### src/rtl/mips_multicycle_ctrl.sv
`default_nettype none
// ============================================================================
// Module      : mips_multicycle_ctrl
// Description : Main control FSM for a multicycle MIPS datapath. Sequences
//               FETCH / DECODE / EXECUTE / MEM / WB steps from the latched
//               opcode and handshakes with a shared, possibly stalling,
//               instruction/data memory. An optional memory-wait timeout
//               (MAX_WAIT) raises bus_err and returns to FETCH.
// Optional    : define MIPS_CTRL_LOGIC_IMM_EN to decode andi/ori through the
//               LOGEX state with a zero-extended immediate (ext_op = 1).
// Ports       : clk, rst_n (async, active low)
//               op[5:0], zero, mem_ready                 - inputs
//               mem_req, iord, mem_write, ir_write       - memory / IR
//               reg_dst, mem_to_reg, reg_write           - register file
//               alu_src_a, alu_src_b[1:0], alu_op[1:0]   - ALU steering
//               ext_op, pc_src[1:0], pc_en               - immediate / PC
//               illegal_op, bus_err                      - one-cycle pulses
//               state_dbg[3:0]                           - current state
// Revision    : 1.0 - initial release
// ============================================================================
module mips_multicycle_ctrl #(
    parameter int MAX_WAIT = 0,
    parameter int WAIT_W   = 8
) (
    input  logic       clk,
    input  logic       rst_n,
    input  logic [5:0] op,
    input  logic       zero,
    input  logic       mem_ready,
    output logic       mem_req,
    output logic       iord,
    output logic       mem_write,
    output logic       ir_write,
    output logic       reg_dst,
    output logic       mem_to_reg,
    output logic       reg_write,
    output logic       alu_src_a,
    output logic [1:0] alu_src_b,
    output logic [1:0] alu_op,
    output logic       ext_op,
    output logic [1:0] pc_src,
    output logic       pc_en,
    output logic       illegal_op,
    output logic       bus_err,
    output logic [3:0] state_dbg
);

    localparam logic [3:0] S_FETCH    = 4'd0;
    localparam logic [3:0] S_DECODE   = 4'd1;
    localparam logic [3:0] S_MEMADR   = 4'd2;
    localparam logic [3:0] S_MEMREAD  = 4'd3;
    localparam logic [3:0] S_MEMWB    = 4'd4;
    localparam logic [3:0] S_MEMWRITE = 4'd5;
    localparam logic [3:0] S_EXECUTE  = 4'd6;
    localparam logic [3:0] S_ALUWB    = 4'd7;
    localparam logic [3:0] S_BRANCH   = 4'd8;
    localparam logic [3:0] S_IMMEX    = 4'd9;
    localparam logic [3:0] S_IMMWB    = 4'd10;
    localparam logic [3:0] S_JUMP     = 4'd11;
`ifdef MIPS_CTRL_LOGIC_IMM_EN
    localparam logic [3:0] S_LOGEX    = 4'd12;
`endif

    localparam logic [5:0] OP_RTYPE = 6'b000000;
    localparam logic [5:0] OP_J     = 6'b000010;
    localparam logic [5:0] OP_BEQ   = 6'b000100;
    localparam logic [5:0] OP_ADDI  = 6'b001000;
    localparam logic [5:0] OP_LW    = 6'b100011;
    localparam logic [5:0] OP_SW    = 6'b101011;
`ifdef MIPS_CTRL_LOGIC_IMM_EN
    localparam logic [5:0] OP_ANDI  = 6'b001100;
    localparam logic [5:0] OP_ORI   = 6'b001101;
`endif

    // Terminal count of the wait counter; unused when MAX_WAIT == 0.
    localparam int              C_TMO_INT = (MAX_WAIT == 0) ? 0 : MAX_WAIT - 1;
    localparam logic [WAIT_W-1:0] C_TMO   = WAIT_W'(C_TMO_INT);

    logic [3:0]        r_state;
    logic [3:0]        w_next;
    logic [WAIT_W-1:0] r_wait_cnt;
    logic              w_wait_state;
    logic              w_timeout;
    logic              w_illegal;

    // States that wait on the memory handshake.
    assign w_wait_state = (r_state == S_FETCH) || (r_state == S_MEMREAD) ||
                          (r_state == S_MEMWRITE);

    // mem_ready wins over the timeout, so the timeout requires !mem_ready.
    always_comb begin
        w_timeout = 1'b0;
        if ((MAX_WAIT != 0) && w_wait_state && !mem_ready && (r_wait_cnt == C_TMO))
            w_timeout = 1'b1;
    end

    // ------------------------------------------------------------------
    // State register
    // ------------------------------------------------------------------
    always_ff @(posedge clk or negedge rst_n) begin
        if (!rst_n) begin
            r_state <= S_FETCH;
        end else begin
            r_state <= w_next;
        end
    end

    // Wait counter: cleared on any state change and on a timeout (so a
    // timed-out fetch retries from zero), counts stalled cycles otherwise.
    always_ff @(posedge clk or negedge rst_n) begin
        if (!rst_n) begin
            r_wait_cnt <= '0;
        end else if ((w_next != r_state) || w_timeout) begin
            r_wait_cnt <= '0;
        end else if (w_wait_state && !mem_ready) begin
            r_wait_cnt <= r_wait_cnt + 1'b1;
        end else begin
            r_wait_cnt <= '0;
        end
    end

    // ------------------------------------------------------------------
    // Next-state logic
    // ------------------------------------------------------------------
    always_comb begin
        w_next    = r_state;
        w_illegal = 1'b0;
        case (r_state)
            S_FETCH: begin
                if (mem_ready)      w_next = S_DECODE;
                else if (w_timeout) w_next = S_FETCH;
            end
            S_DECODE: begin
                case (op)
                    OP_LW, OP_SW: w_next = S_MEMADR;
                    OP_RTYPE:     w_next = S_EXECUTE;
                    OP_BEQ:       w_next = S_BRANCH;
                    OP_ADDI:      w_next = S_IMMEX;
                    OP_J:         w_next = S_JUMP;
`ifdef MIPS_CTRL_LOGIC_IMM_EN
                    OP_ANDI, OP_ORI: w_next = S_LOGEX;
`endif
                    default: begin
                        w_next    = S_FETCH;
                        w_illegal = 1'b1;
                    end
                endcase
            end
            S_MEMADR:   w_next = (op == OP_SW) ? S_MEMWRITE : S_MEMREAD;
            S_MEMREAD: begin
                if (mem_ready)      w_next = S_MEMWB;
                else if (w_timeout) w_next = S_FETCH;
            end
            S_MEMWB:    w_next = S_FETCH;
            S_MEMWRITE: begin
                if (mem_ready || w_timeout) w_next = S_FETCH;
            end
            S_EXECUTE:  w_next = S_ALUWB;
            S_ALUWB:    w_next = S_FETCH;
            S_BRANCH:   w_next = S_FETCH;
            S_IMMEX:    w_next = S_IMMWB;
            S_IMMWB:    w_next = S_FETCH;
            S_JUMP:     w_next = S_FETCH;
`ifdef MIPS_CTRL_LOGIC_IMM_EN
            S_LOGEX:    w_next = S_IMMWB;
`endif
            default:    w_next = S_FETCH;
        endcase
    end

    // ------------------------------------------------------------------
    // Output decode. Gated by rst_n so an in-flight memory request is
    // withdrawn the instant reset asserts, independent of the clock.
    // ------------------------------------------------------------------
    always_comb begin
        mem_req    = 1'b0;
        iord       = 1'b0;
        mem_write  = 1'b0;
        ir_write   = 1'b0;
        reg_dst    = 1'b0;
        mem_to_reg = 1'b0;
        reg_write  = 1'b0;
        alu_src_a  = 1'b0;
        alu_src_b  = 2'b00;
        alu_op     = 2'b00;
        ext_op     = 1'b0;
        pc_src     = 2'b00;
        pc_en      = 1'b0;
        illegal_op = 1'b0;
        bus_err    = 1'b0;
        if (rst_n) begin
            case (r_state)
                S_FETCH: begin
                    mem_req   = 1'b1;
                    alu_src_b = 2'b01;
                    ir_write  = mem_ready;
                    pc_en     = mem_ready;
                    bus_err   = w_timeout;
                end
                S_DECODE: begin
                    alu_src_b  = 2'b11;
                    illegal_op = w_illegal;
                end
                S_MEMADR: begin
                    alu_src_a = 1'b1;
                    alu_src_b = 2'b10;
                end
                S_MEMREAD: begin
                    mem_req = 1'b1;
                    iord    = 1'b1;
                    bus_err = w_timeout;
                end
                S_MEMWB: begin
                    reg_write  = 1'b1;
                    mem_to_reg = 1'b1;
                end
                S_MEMWRITE: begin
                    mem_req   = 1'b1;
                    mem_write = 1'b1;
                    iord      = 1'b1;
                    bus_err   = w_timeout;
                end
                S_EXECUTE: begin
                    alu_src_a = 1'b1;
                    alu_op    = 2'b10;
                end
                S_ALUWB: begin
                    reg_write = 1'b1;
                    reg_dst   = 1'b1;
                end
                S_BRANCH: begin
                    alu_src_a = 1'b1;
                    alu_op    = 2'b01;
                    pc_src    = 2'b01;
                    pc_en     = zero;
                end
                S_IMMEX: begin
                    alu_src_a = 1'b1;
                    alu_src_b = 2'b10;
                end
                S_IMMWB: begin
                    reg_write = 1'b1;
                end
                S_JUMP: begin
                    pc_src = 2'b10;
                    pc_en  = 1'b1;
                end
`ifdef MIPS_CTRL_LOGIC_IMM_EN
                S_LOGEX: begin
                    alu_src_a = 1'b1;
                    alu_src_b = 2'b10;
                    ext_op    = 1'b1;
                    alu_op    = 2'b11;
                end
`endif
                default: begin
                    mem_req = 1'b0;
                end
            endcase
        end
    end

    assign state_dbg = r_state;

endmodule
`default_nettype wire

### config.mk
export PLATFORM = sky130hd
export DESIGN_NAME = mips_multicycle_ctrl
export DESIGN_NICKNAME = d
export VERILOG_FILES = /design/src/rtl/mips_multicycle_ctrl.sv
export SDC_FILE = /design/constraint.sdc
export NUM_CORES = 1
export LEC_CHECK = 0
export BUFFER_PORTS_ARGS = -buffer_cell sky130_fd_sc_hd__buf_4
export CAP_MARGIN = 30
export CORE_MARGIN = 4
export CORE_UTILIZATION = 43
export DETAILED_ROUTE_END_ITERATION = 10
export GPL_ROUTABILITY_DRIVEN = 1
export PLACE_DENSITY = 0.81
export SLEW_MARGIN = 40
export SYNTH_ARGS = -nofsm -noshare
export SYNTH_HDL_FRONTEND = slang
export SYNTH_SLANG_ARGS = --single-unit
### constraint.sdc
create_clock -name clk -period 1.5 [get_ports clk]
set_input_delay 0.075 -clock clk [delete_from_list [all_inputs] [get_ports clk]]
set_output_delay 0.075 -clock clk [all_outputs]
set_load 0.005 [all_outputs]
==> Flow_metrics.wiki, run 1 <==
{| class="wikitable"
! Metric !! Value
|-
| Area share of and/or/nand/nor cells after synthesis || a little under two fifths
|-
| Instance count along the most critical hold path || 2
|-
| Iteration-0 DRC Markers || 11
|-
| Setup repair after global routing missed its margin || true
|-
| Final-layout fill cell count || 66
|-
| Post-synth top flop || sky130_fd_sc_hd__dfrtp_1
|-
| Parity-gate share of the synthesized area counting xor and xnor cells || about 6.1%
|-
| Worst setup EP type || primary output
|-
| Final instance area || 1010 µm²
|-
| Crit path arrival time || 1.50 ns
|-
| Number of sinks driven by the clock tree || 4
|-
| Worst-Skew Late Latency || about 0.24 ns
|-
| Clock buffers created by TritonCTS || 3
|-
| Cell-by-cell trace of the critical path || buf_6 -> inv_1 -> nor3_1 -> o21a_1 -> buf_4
|-
| Adder and majority cell fraction of the synthesized area || 0%
|-
| Total I/O pin count || 32
|-
| Clock root cell || sky130_fd_sc_hd__clkbuf_4
|-
| Routability-driven placement congestion ratio || 0.833
|-
| Via count || between 800 and 900
|-
| Setup WS post-layout || -0.0790 ns
|-
| Synth cell types || 36
|-
| Hold violation total from the final report || 0
|-
| Psw || ~0.62 mW
|-
| Setup TNS || -0.172 ns
|-
| Type of origin of the critical path || flop
|-
| Launching element of the worst setup path || state_dbg[1]
|-
| Vias in the first global route || around 650
|-
| Total congestion overflow after global routing || 0
|-
| Area share of the largest cell type after synthesis || 17.3%
|-
| Proportion of power drawn by the clock network || approximately 9%
|-
| Most area-consuming cells after synthesis || sky130_fd_sc_hd__dfrtp_1 (17%), sky130_fd_sc_hd__nor2_1 (7.1%), sky130_fd_sc_hd__nor3_1 (6.9%)
|-
| Ys Warns || 0
|-
| Largest area contributor in the synthesized netlist || sky130_fd_sc_hd__dfrtp_1
|-
| Largest fanout on the critical path || 6
|-
| Wire per inst || 16.9 µm
|-
| DP Worst Slack || roughly 0.087 ns
|-
| Highest cell delay on the worst timing path || around 0.47 ns
|-
| Standard cell core area || between 1000 and 1500 µm²
|-
| Cell with the largest stage delay on the worst path || sky130_fd_sc_hd__dfrtp_2
|-
| Most used standard cells in the synthesized netlist || sky130_fd_sc_hd__nor2_1 (11), sky130_fd_sc_hd__nor3_1 (8)
|-
| R2R cell count || 5
|-
| VDD IR max || 0.00117 V
|-
| Pins Over Slew Limit || 0
|-
| Share of cell area taken by muxes after synthesis || between 1.5 and 2%
|-
| Initial antenna violation count || 0
|-
| Worst R2R Start || state_dbg[0]
|-
| Ratio of final minimum period to clock period || 105%
|-
| Compound-Gate Fraction of Synth Area || around a quarter
|-
| Port bufs || 29
|-
| Starting density of the core || 48.7%
|-
| Power density normalized to cell area || 1490 nW/µm²
|-
| Part of the power in combinational logic || 75.0%
|-
| Main combinational cell family by area after synthesis || simple AND/OR/NAND/NOR gates
|-
| Per-instance average area after synthesis || 7.05 µm²
|-
| Layout Cells excl Fill || 135
|-
| Hold_sp || op[0]
|-
| Post-synthesis cell count || between 80 and 90
|-
| Drt first pass iters || 4
|-
| Max-cap violation count || 0
|-
| Number of synthesized register bits || 4
|-
| Clock transition at the registers of the reported paths || about 0.040 ns
|-
| Die extent in x || 44.7 µm
|-
| Die Outline Area || about 2000 µm²
|-
| Diodes inserted || 0
|-
| Half-perimeter wire length of the detailed placement result || around 1.3 mm
|-
| Sequential share of power || roughly 16%
|-
| Violated checks || setup timing
|-
| Clock period minus worst slack || about 1.6 ns
|-
| Fraction of layout cells with a size suffix above 1 || 51.2%
|-
| Switching part of the total power || approximately 41%
|-
| Final Power || 1.51 mW
|-
| Vert. Die Dim || 44.7 µm
|-
| Run status || complete, but fails checks
|-
| Synthesis-to-layout area growth || 74.9%
|-
| Number of cells in the design after placement || ~120
|-
| Largest net degree at the start of global routing || 12
|-
| Worst-case hold slack || ~0.063 ns
|-
| Number of enable flip-flop cells after synthesis || 0
|-
| Deepest clock path buffer count || 2
|-
| Residual antenna-violating net count after detailed routing || 0
|-
| Most instantiated library cell after synthesis || sky130_fd_sc_hd__nor2_1
|-
| FFs w/ async S/R, synth || 100%
|-
| Timing-limited maximum frequency || 633 MHz
|-
| Lkg Pwr || 0.482 nW
|-
| Global-route wire length before repair || roughly 3 mm
|-
| Remaining routing DRC violations || 0
|-
| Average vias per placed instance || approximately 6
|-
| Flip-flop count of the largest register, all copies and words added || 4
|-
| Number of nets in the layout || between 100 and 150
|-
| Finish-stage setup viols || 5
|-
| Gr usage total || about a fifth
|-
| H-tree Lvls || 1
|-
| Summed instance area of the synthesized netlist || 578 µm²
|-
| Area of placed instances || around 800 µm²
|-
| Share of the yosys chip area belonging to registers || between 10% and 20%
|-
| Number of placement rows || 12
|-
| Worst Path Class, Setup || reg2out
|-
| Post-Route Skew || about 0.0058 ns
|-
| Final core occ || 85.2%
|-
| Detailed-route wire length || 2.28 mm
|-
| Hold crit path type || in2reg
|-
| Worst endpoint required time || approximately 1.4 ns
|-
| TritonCTS clock tree || done
|-
| Internal power consumption || approximately 0.88 mW
|}
per-layer routing:
metal | track usage (%) | vias up | wire length, µm
met5 | 0 | - | 0
met4 | 7.23 | 0 | 12
met3 | 4.07 | 2 | 183
met2 | 35.8 | 41 | 1190
met1 | 23.8 | 397 | 888
li1 | - | 374 | -
area by class of cell:
| class | count | area [µm²] | share of cell area (%) |
|---|---|---|---|
| inverter | 4 | 15.0 | 1.49 |
| sequential | 4 | 105 | 10.4 |
| multi-input combinational | 66 | 490 | 48.5 |
| tap | 14 | 17.5 | 1.73 |
| clock buffer | 3 | 22.5 | 2.23 |
| timing repair buffer | 44 | 360 | 35.6 |
power groups by stage:
stage          logic [mW]  clock network [mW]  registers, mW
2_1_floorplan       0.468                   0          0.178
3_3_place_gp        0.699                   0          0.213
3_5_place_dp        0.709                   0          0.216
4_1_cts             0.852               0.137          0.223
5_1_grt              1.19               0.147          0.248
6_report             1.13               0.136          0.242
repair_timing:
| item | in CTS | in global routing |
|---|---|---|
| resized for setup | 9 | 17 |
| hold buffers | 1 | 0 |
| pin swaps | 0 | 4 |
| setup buffers | 2 | 8 |
| setup endpoints to repair | 8 | 11 |
| hold endpoints to repair | 4 | 0 |
cells by family after synthesis:
group | after synthesis
muxes | 1
DFF | 4
buffers and inverters | 13
and+or+nand+nor | 42
AOI/OAI and AO/OA | 17
other | 1
xor gates and xnor gates | 4
worst max-delay path: cells and delay by family, from the launching register on:
kind,cells,cell delay [ns]
AOI/OAI and AO/OA,1,0.16
buffers and inverters,3,0.36
DFF,1,0.47
and+or+nand+nor,1,0.26
worst paths after layout:
check                          endpoint  slack [ns]
max                           reg_write       -0.08
min                        state_dbg[0]        0.06
max reg2reg                state_dbg[0]        0.11
min reg2reg                state_dbg[0]        0.74
max in group asynchronous  state_dbg[0]        1.02
min in group asynchronous  state_dbg[1]        0.29
cells in the final DEF (no fill, tap or decap), types with 2 or more instances in the layout:
| cell | n |
|---|---|
| sky130_fd_sc_hd__dfrtp_2 | 4 |
| sky130_fd_sc_hd__a211o_1 | 2 |
| sky130_fd_sc_hd__conb_1 | 2 |
| sky130_fd_sc_hd__nand2b_2 | 2 |
| sky130_fd_sc_hd__a21oi_1 | 2 |
| sky130_fd_sc_hd__and3_1 | 2 |
| sky130_fd_sc_hd__buf_4 | 39 |
| sky130_fd_sc_hd__nor2_1 | 9 |
| sky130_fd_sc_hd__nor3_2 | 2 |
| sky130_fd_sc_hd__nor3_1 | 6 |
| sky130_fd_sc_hd__o21a_1 | 3 |
| sky130_fd_sc_hd__xnor2_1 | 2 |
| sky130_fd_sc_hd__inv_1 | 4 |
| sky130_fd_sc_hd__nor2b_4 | 2 |
| sky130_fd_sc_hd__clkbuf_4 | 3 |
| sky130_fd_sc_hd__nor3b_1 | 2 |
| sky130_fd_sc_hd__buf_6 | 2 |
| sky130_fd_sc_hd__nor4_1 | 2 |
| sky130_fd_sc_hd__nand2_1 | 4 |
| sky130_fd_sc_hd__nand3_1 | 3 |
Note: power is estimated with default switching activity, not from simulation.
==> inputs of run 2 (changes only) <==
Settings changed: CELL_PAD_IN_SITES_DETAIL_PLACEMENT from default to 1, CELL_PAD_IN_SITES_GLOBAL_PLACEMENT from default to 1, CORE_UTILIZATION 43 to 28, HOLD_SLACK_MARGIN from default to 0.03, PLACE_DENSITY 0.81 to 0.79.
==> Flow_metrics.wiki, run 2 (synthesis gave the netlist of run 1 again) <==
{| class="wikitable"
! Metric !! Value
|-
| Run status || complete, but fails checks
|-
| Violated checks || setup timing
|-
| Worst setup EP type || primary output
|-
| Number of sinks driven by the clock tree || 4
|-
| Worst-Skew Late Latency || roughly 0.25 ns
|-
| Wire per inst || 16.9 µm
|-
| Busiest layer in global routing || met2
|-
| Synthesis-to-layout area growth || 80.7%
|-
| Fraction of layout cells with a size suffix above 1 || a little over half
|-
| Clock buffers created by TritonCTS || 3
|-
| Vias in the first global route || roughly 760
|-
| Largest fanout on the critical path || 8
|-
| Most frequent cells in the layout || sky130_fd_sc_hd__buf_4 (43), sky130_fd_sc_hd__nor2_1 (9), sky130_fd_sc_hd__nor3_1 (7), sky130_fd_sc_hd__nand2_1 (4), sky130_fd_sc_hd__dfrtp_2 (4)
|-
| Crit path arrival time || about 1.5 ns
|-
| Die extent in x || 53.4 µm
|-
| Global-route wire length before repair || about 3.7 mm
|-
| Flip-flop count of the largest register, all copies and words added || 4
|-
| Hold crit path type || in2reg
|-
| Number of nets in the layout || approximately 140
|-
| Die Outline Area || about 2900 µm²
|-
| H-tree Lvls || 1
|-
| Clock period minus worst slack || about 1.6 ns
|-
| Number of cells in the design after placement || about 140
|-
| Max-cap violation count || 0
|-
| Most common cell after layout, fill and taps aside || sky130_fd_sc_hd__buf_4
|-
| Port bufs || 29
|-
| Met2 Usage GRT || between 30% and 40%
|-
| Post-Route Skew || 0.00886 ns
|-
| M3 GR Usage || 3.10%
|-
| Routability-driven placement congestion ratio || approximately 0.83
|-
| Hold violation total from the final report || 0
|-
| Remaining routing DRC violations || 0
|-
| Power density normalized to cell area || 1480 nW/µm²
|-
| TritonCTS clock tree || done
|-
| Half-perimeter wire length of the detailed placement result || between 1.5 and 2 mm
|-
| Vert. Die Dim || between 50 and 60 µm
|-
| Deepest clock path buffer count || 2
|-
| Drt first pass iters || 3
|-
| Standard cell core area || slightly below 2000 µm²
|-
| Worst-case hold slack || between 0.04 and 0.05 ns
|-
| Storage cell area || 105 µm²
|-
| Final-layout fill cell count || approximately 270
|-
| Pins Over Slew Limit || 0
|-
| Total congestion overflow after global routing || 0
|-
| Diodes inserted || 0
|-
| Gr usage total || between 10% and 20%
|-
| Lkg Pwr || roughly 0.48 nW
|-
| Total area of multi-input combinational cells || between 400 and 500 µm²
|-
| Layout Cells excl Fill || ~150
|-
| VDD IR max || just under 0.0008 V
|-
| Via count || between 700 and 800
|-
| Ratio of final minimum period to clock period || 106%
|-
| Timing-limited maximum frequency || 631 MHz
|-
| Detailed-route wire length || between 2 and 3 mm
|-
| Starting density of the core || 29.5%
|-
| Worst endpoint required time || between 1 and 1.5 ns
|-
| Largest net degree at the start of global routing || 14
|-
| Initial antenna violation count || 0
|-
| Number of placement rows || 16
|-
| Setup WS post-layout || -0.0849 ns
|-
| Worst Path Class, Setup || reg2out
|-
| Average vias per placed instance || between 5 and 6
|-
| Residual antenna-violating net count after detailed routing || 0
|-
| Met1 usage || just under 20%
|-
| Setup repair after global routing missed its margin || true
|-
| Clock root cell || sky130_fd_sc_hd__clkbuf_4
|-
| Iteration-0 DRC Markers || 4
|-
| Type of origin of the critical path || flop
|-
| Clock transition at the registers of the reported paths || 0.05 ns
|-
| Final Power || roughly 1.5 mW
|-
| Finish-stage setup viols || 6
|-
| Total I/O pin count || 32
|}
[run 2: cell count changes in the layout (fill, tap and decap cells not counted), sizes merged]
cell / change
buf: +3
clkinvlp: +1
inv: -1
[run 2: critical path: stages (launching register included)]
cell and delay, ns:
sky130_fd_sc_hd__dfrtp_2 0.44, sky130_fd_sc_hd__buf_12 0.16, sky130_fd_sc_hd__nor3b_4 0.18, sky130_fd_sc_hd__a21oi_2 0.06, sky130_fd_sc_hd__o32ai_2 0.27, sky130_fd_sc_hd__buf_4 0.15
[run 2: final timing paths]
| path | from | end | slack, ns | cells past startpoint |
|---|---|---|---|---|
| worst max-delay path | state_dbg[0] | pc_en | -0.08 | 5 |
| worst min-delay path | op[5] | state_dbg[0] | 0.04 | 2 |
| worst max register to register | state_dbg[1] | state_dbg[1] | 0.05 | 6 |
| worst min register to register | state_dbg[2] | state_dbg[0] | 0.73 | 3 |
| max in group asynchronous | rst_n | state_dbg[1] | 0.99 | 2 |
| min in group asynchronous | rst_n | state_dbg[2] | 0.30 | 2 |
[run 2: area by class of cell]
class,instances,share of cell area [%]
inverter,4,1.80
multi-input combinational,66,46.8
clock buffer,3,2.16
sequential,4,10.1
tap,27,3.23
timing repair buffer,47,35.9
[run 2: per-layer routing]
layer,part of all wire [%],vias up
met3,4.5,8
met2,50,30
met1,41,370
met5,0,-
li1,-,380
met4,3.5,0
[run 2: metrics by stage]
step           TNS, ns  area (µm²)  utilization (%)  setup WS, ns
6_report        -0.190        1040             53.3       -0.0849
3_3_place_gp         0         820             41.8      0.000456
3_5_place_dp   -0.0149         820             41.8       -0.0149
5_1_grt         -0.987        1040             53.3        -0.148
2_1_floorplan        0         582                -         0.251
4_1_cts        -0.0791         961             49.0       -0.0242
[run 2: what timing repair did]
action | 4_1_cts | 5_1_grt
gates resized for setup | 17 | 9
endpoints found under the setup margin | 11 | 12
hold buffers | 1 | 0
hold endpoints to repair | 4 | 0
buffers inserted | 6 | 6
pin swaps | 3 | 3
[run 2: power by group]
part	leakage, nW	internal (mW)	switching, mW
clock	0.0138	0.0902	0.0545
sequential	0.0473	0.146	0.0698
combinational	0.420	0.656	0.527
total	0.481	0.893	0.652
==> inputs of run 3 (changes only) <==
Settings changed: SKIP_LAST_GASP from default to 1.
==> Flow_metrics.wiki, run 3 (synthesis gave the netlist of run 1 again) <==
{| class="wikitable"
! Metric !! Value
|-
| Number of placement rows || 16
|-
| Most common cell after layout, fill and taps aside || sky130_fd_sc_hd__buf_4
|-
| Largest net degree at the start of global routing || 14
|-
| Most frequent cells in the layout || sky130_fd_sc_hd__buf_4 (42), sky130_fd_sc_hd__nor2_1 (10), sky130_fd_sc_hd__nor3_1 (6)
|-
| TritonCTS clock tree || done
|-
| Post-Route Skew || roughly 0.0073 ns
|-
| Initial antenna violation count || 0
|-
| Clock period minus worst slack || ~1.6 ns
|-
| Timing-limited maximum frequency || just over 600 MHz
|-
| Port bufs || 29
|-
| Lkg Pwr || approximately 0.5 nW
|-
| Setup repair after global routing missed its margin || true
|-
| Worst-Skew Late Latency || approximately 0.24 ns
|-
| Total I/O pin count || 32
|-
| Number of sinks driven by the clock tree || 4
|-
| Number of nets in the layout || roughly 140
|-
| Wire per inst || between 15 and 20 µm
|-
| Proportion of power drawn by the clock network || just under 9%
|-
| Drt first pass iters || 4
|-
| Finish-stage setup viols || 10
|-
| Vert. Die Dim || approximately 53 µm
|-
| Sequential share of power || 13.9%
|-
| Worst Path Class, Setup || reg2out
|-
| Fraction of layout cells with a size suffix above 1 || between 50% and 60%
|-
| Standard cell core area || just under 2000 µm²
|-
| Largest fanout on the critical path || 6
|-
| Remaining routing DRC violations || 0
|-
| Die extent in x || between 50 and 60 µm
|-
| Diodes inserted || 0
|-
| Flip-flop count of the largest register, all copies and words added || 4
|-
| Clock root cell || sky130_fd_sc_hd__clkbuf_4
|-
| Final core occ || a little over half
|-
| Number of cells in the design after placement || ~140
|-
| Routability-driven placement congestion ratio || between 0.8 and 0.9
|-
| Internal power consumption || around 0.9 mW
|-
| Die Outline Area || between 2000 and 3000 µm²
|-
| Residual antenna-violating net count after detailed routing || 0
|-
| Clock buffers created by TritonCTS || 3
|-
| Ratio of final minimum period to clock period || 108%
|-
| Switching part of the total power || 42.9%
|-
| Setup WS post-layout || -0.125 ns
|-
| VDD IR max || 0.000727 V
|-
| Psw || slightly below 0.7 mW
|-
| Via count || between 700 and 800
|-
| Max-cap violation count || 0
|-
| Half-perimeter wire length of the detailed placement result || between 1.5 and 2 mm
|-
| Vias in the first global route || around 750
|-
| Layout Cells excl Fill || approximately 150
|-
| Average vias per placed instance || between 5 and 6
|-
| Hold violation total from the final report || 0
|-
| Starting density of the core || approximately 29%
|-
| Pins Over Slew Limit || 0
|-
| Part of the power in combinational logic || 77.4%
|-
| Worst setup EP type || primary output
|-
| Iteration-0 DRC Markers || 11
|-
| Final-layout fill cell count || about 260
|-
| DP Worst Slack || -0.0149 ns
|-
| Worst endpoint required time || roughly 1.4 ns
|-
| Gr usage total || between 10% and 20%
|-
| Violated checks || setup timing
|-
| Hold crit path type || in2reg
|-
| Total congestion overflow after global routing || 0
|-
| Crit path arrival time || 1.55 ns
|-
| Detailed-route wire length || between 2 and 3 mm
|-
| Deepest clock path buffer count || 2
|-
| Clock transition at the registers of the reported paths || roughly 0.04 ns
|-
| H-tree Lvls || 1
|-
| Synthesis-to-layout area growth || 85.9%
|-
| Type of origin of the critical path || flop
|-
| Global-route wire length before repair || 3.73 mm
|-
| Run status || complete, but fails checks
|-
| Power density normalized to cell area || between 1500 and 2000 nW/µm²
|}
==> run 3: worst paths after layout <==
kind,start,end,slack (ns),depth (start not counted)
worst min-delay path,op[0],state_dbg[0],0.05,2
worst max-delay path,state_dbg[0],pc_en,-0.13,5
worst min register to register,state_dbg[2],state_dbg[0],0.76,3
min in group asynchronous,rst_n,state_dbg[2],0.30,2
max in group asynchronous,rst_n,state_dbg[3],0.99,2
worst max register to register,state_dbg[1],state_dbg[1],0.03,6
==> run 3: routing by layer <==
metal / routed length [µm] / vias to the layer above / global-route usage, %
met3: 155 / 4 / 3.10
li1: - / 387 / -
met4: 42 / 0 / 10.2
met2: 1350 / 31 / 32.9
met5: 0 / - / 0
met1: 1140 / 375 / 20.8
==> run 3: power by group through the flow <==
stage | sequential, mW | combinational (mW) | clock, mW
floorplan | 0.178 | 0.468 | 0
detailed placement | 0.197 | 0.763 | 0
global route | 0.233 | 1.34 | 0.158
global placement | 0.191 | 0.754 | 0
finish | 0.226 | 1.26 | 0.140
CTS | 0.198 | 0.973 | 0.145
==> run 3: cell type report <==
cell class | instances | area, µm² | share of cell area (%)
clock buffer | 3 | 22.5 | 2.10
inverter | 4 | 18.8 | 1.75
multi-input combinational | 66 | 499 | 46.4
sequential | 4 | 105 | 9.78
tap | 27 | 33.8 | 3.14
timing repair buffer | 49 | 395 | 36.8
==> run 3: repair_timing <==
item	4_1_cts	5_1_grt
pin swaps	3	5
endpoints found under the setup margin	11	13
resized for setup	16	14
hold buffers	1	0
setup buffers	6	9
hold endpoints to repair	4	0
==> run 3: worst max-delay path, stage by stage (launching register included) <==
cell and delay (ns):
sky130_fd_sc_hd__dfrtp_2 0.44, sky130_fd_sc_hd__buf_12 0.16, sky130_fd_sc_hd__nor3b_4 0.20, sky130_fd_sc_hd__a21oi_2 0.08, sky130_fd_sc_hd__o32ai_2 0.28, sky130_fd_sc_hd__buf_4 0.15
==> run 3: through the flow <==
stage	hold slack, ns	instance area [µm²]	TNS, ns	total power [mW]
2_1_floorplan	-0.221	582	0	0.645
3_3_place_gp	-0.0917	820	0	0.945
3_5_place_dp	-0.0919	820	-0.0149	0.959
4_1_cts	0.0460	957	-0.0796	1.32
5_1_grt	0.0422	1070	-1.35	1.73
6_report	0.0453	1070	-0.432	1.62
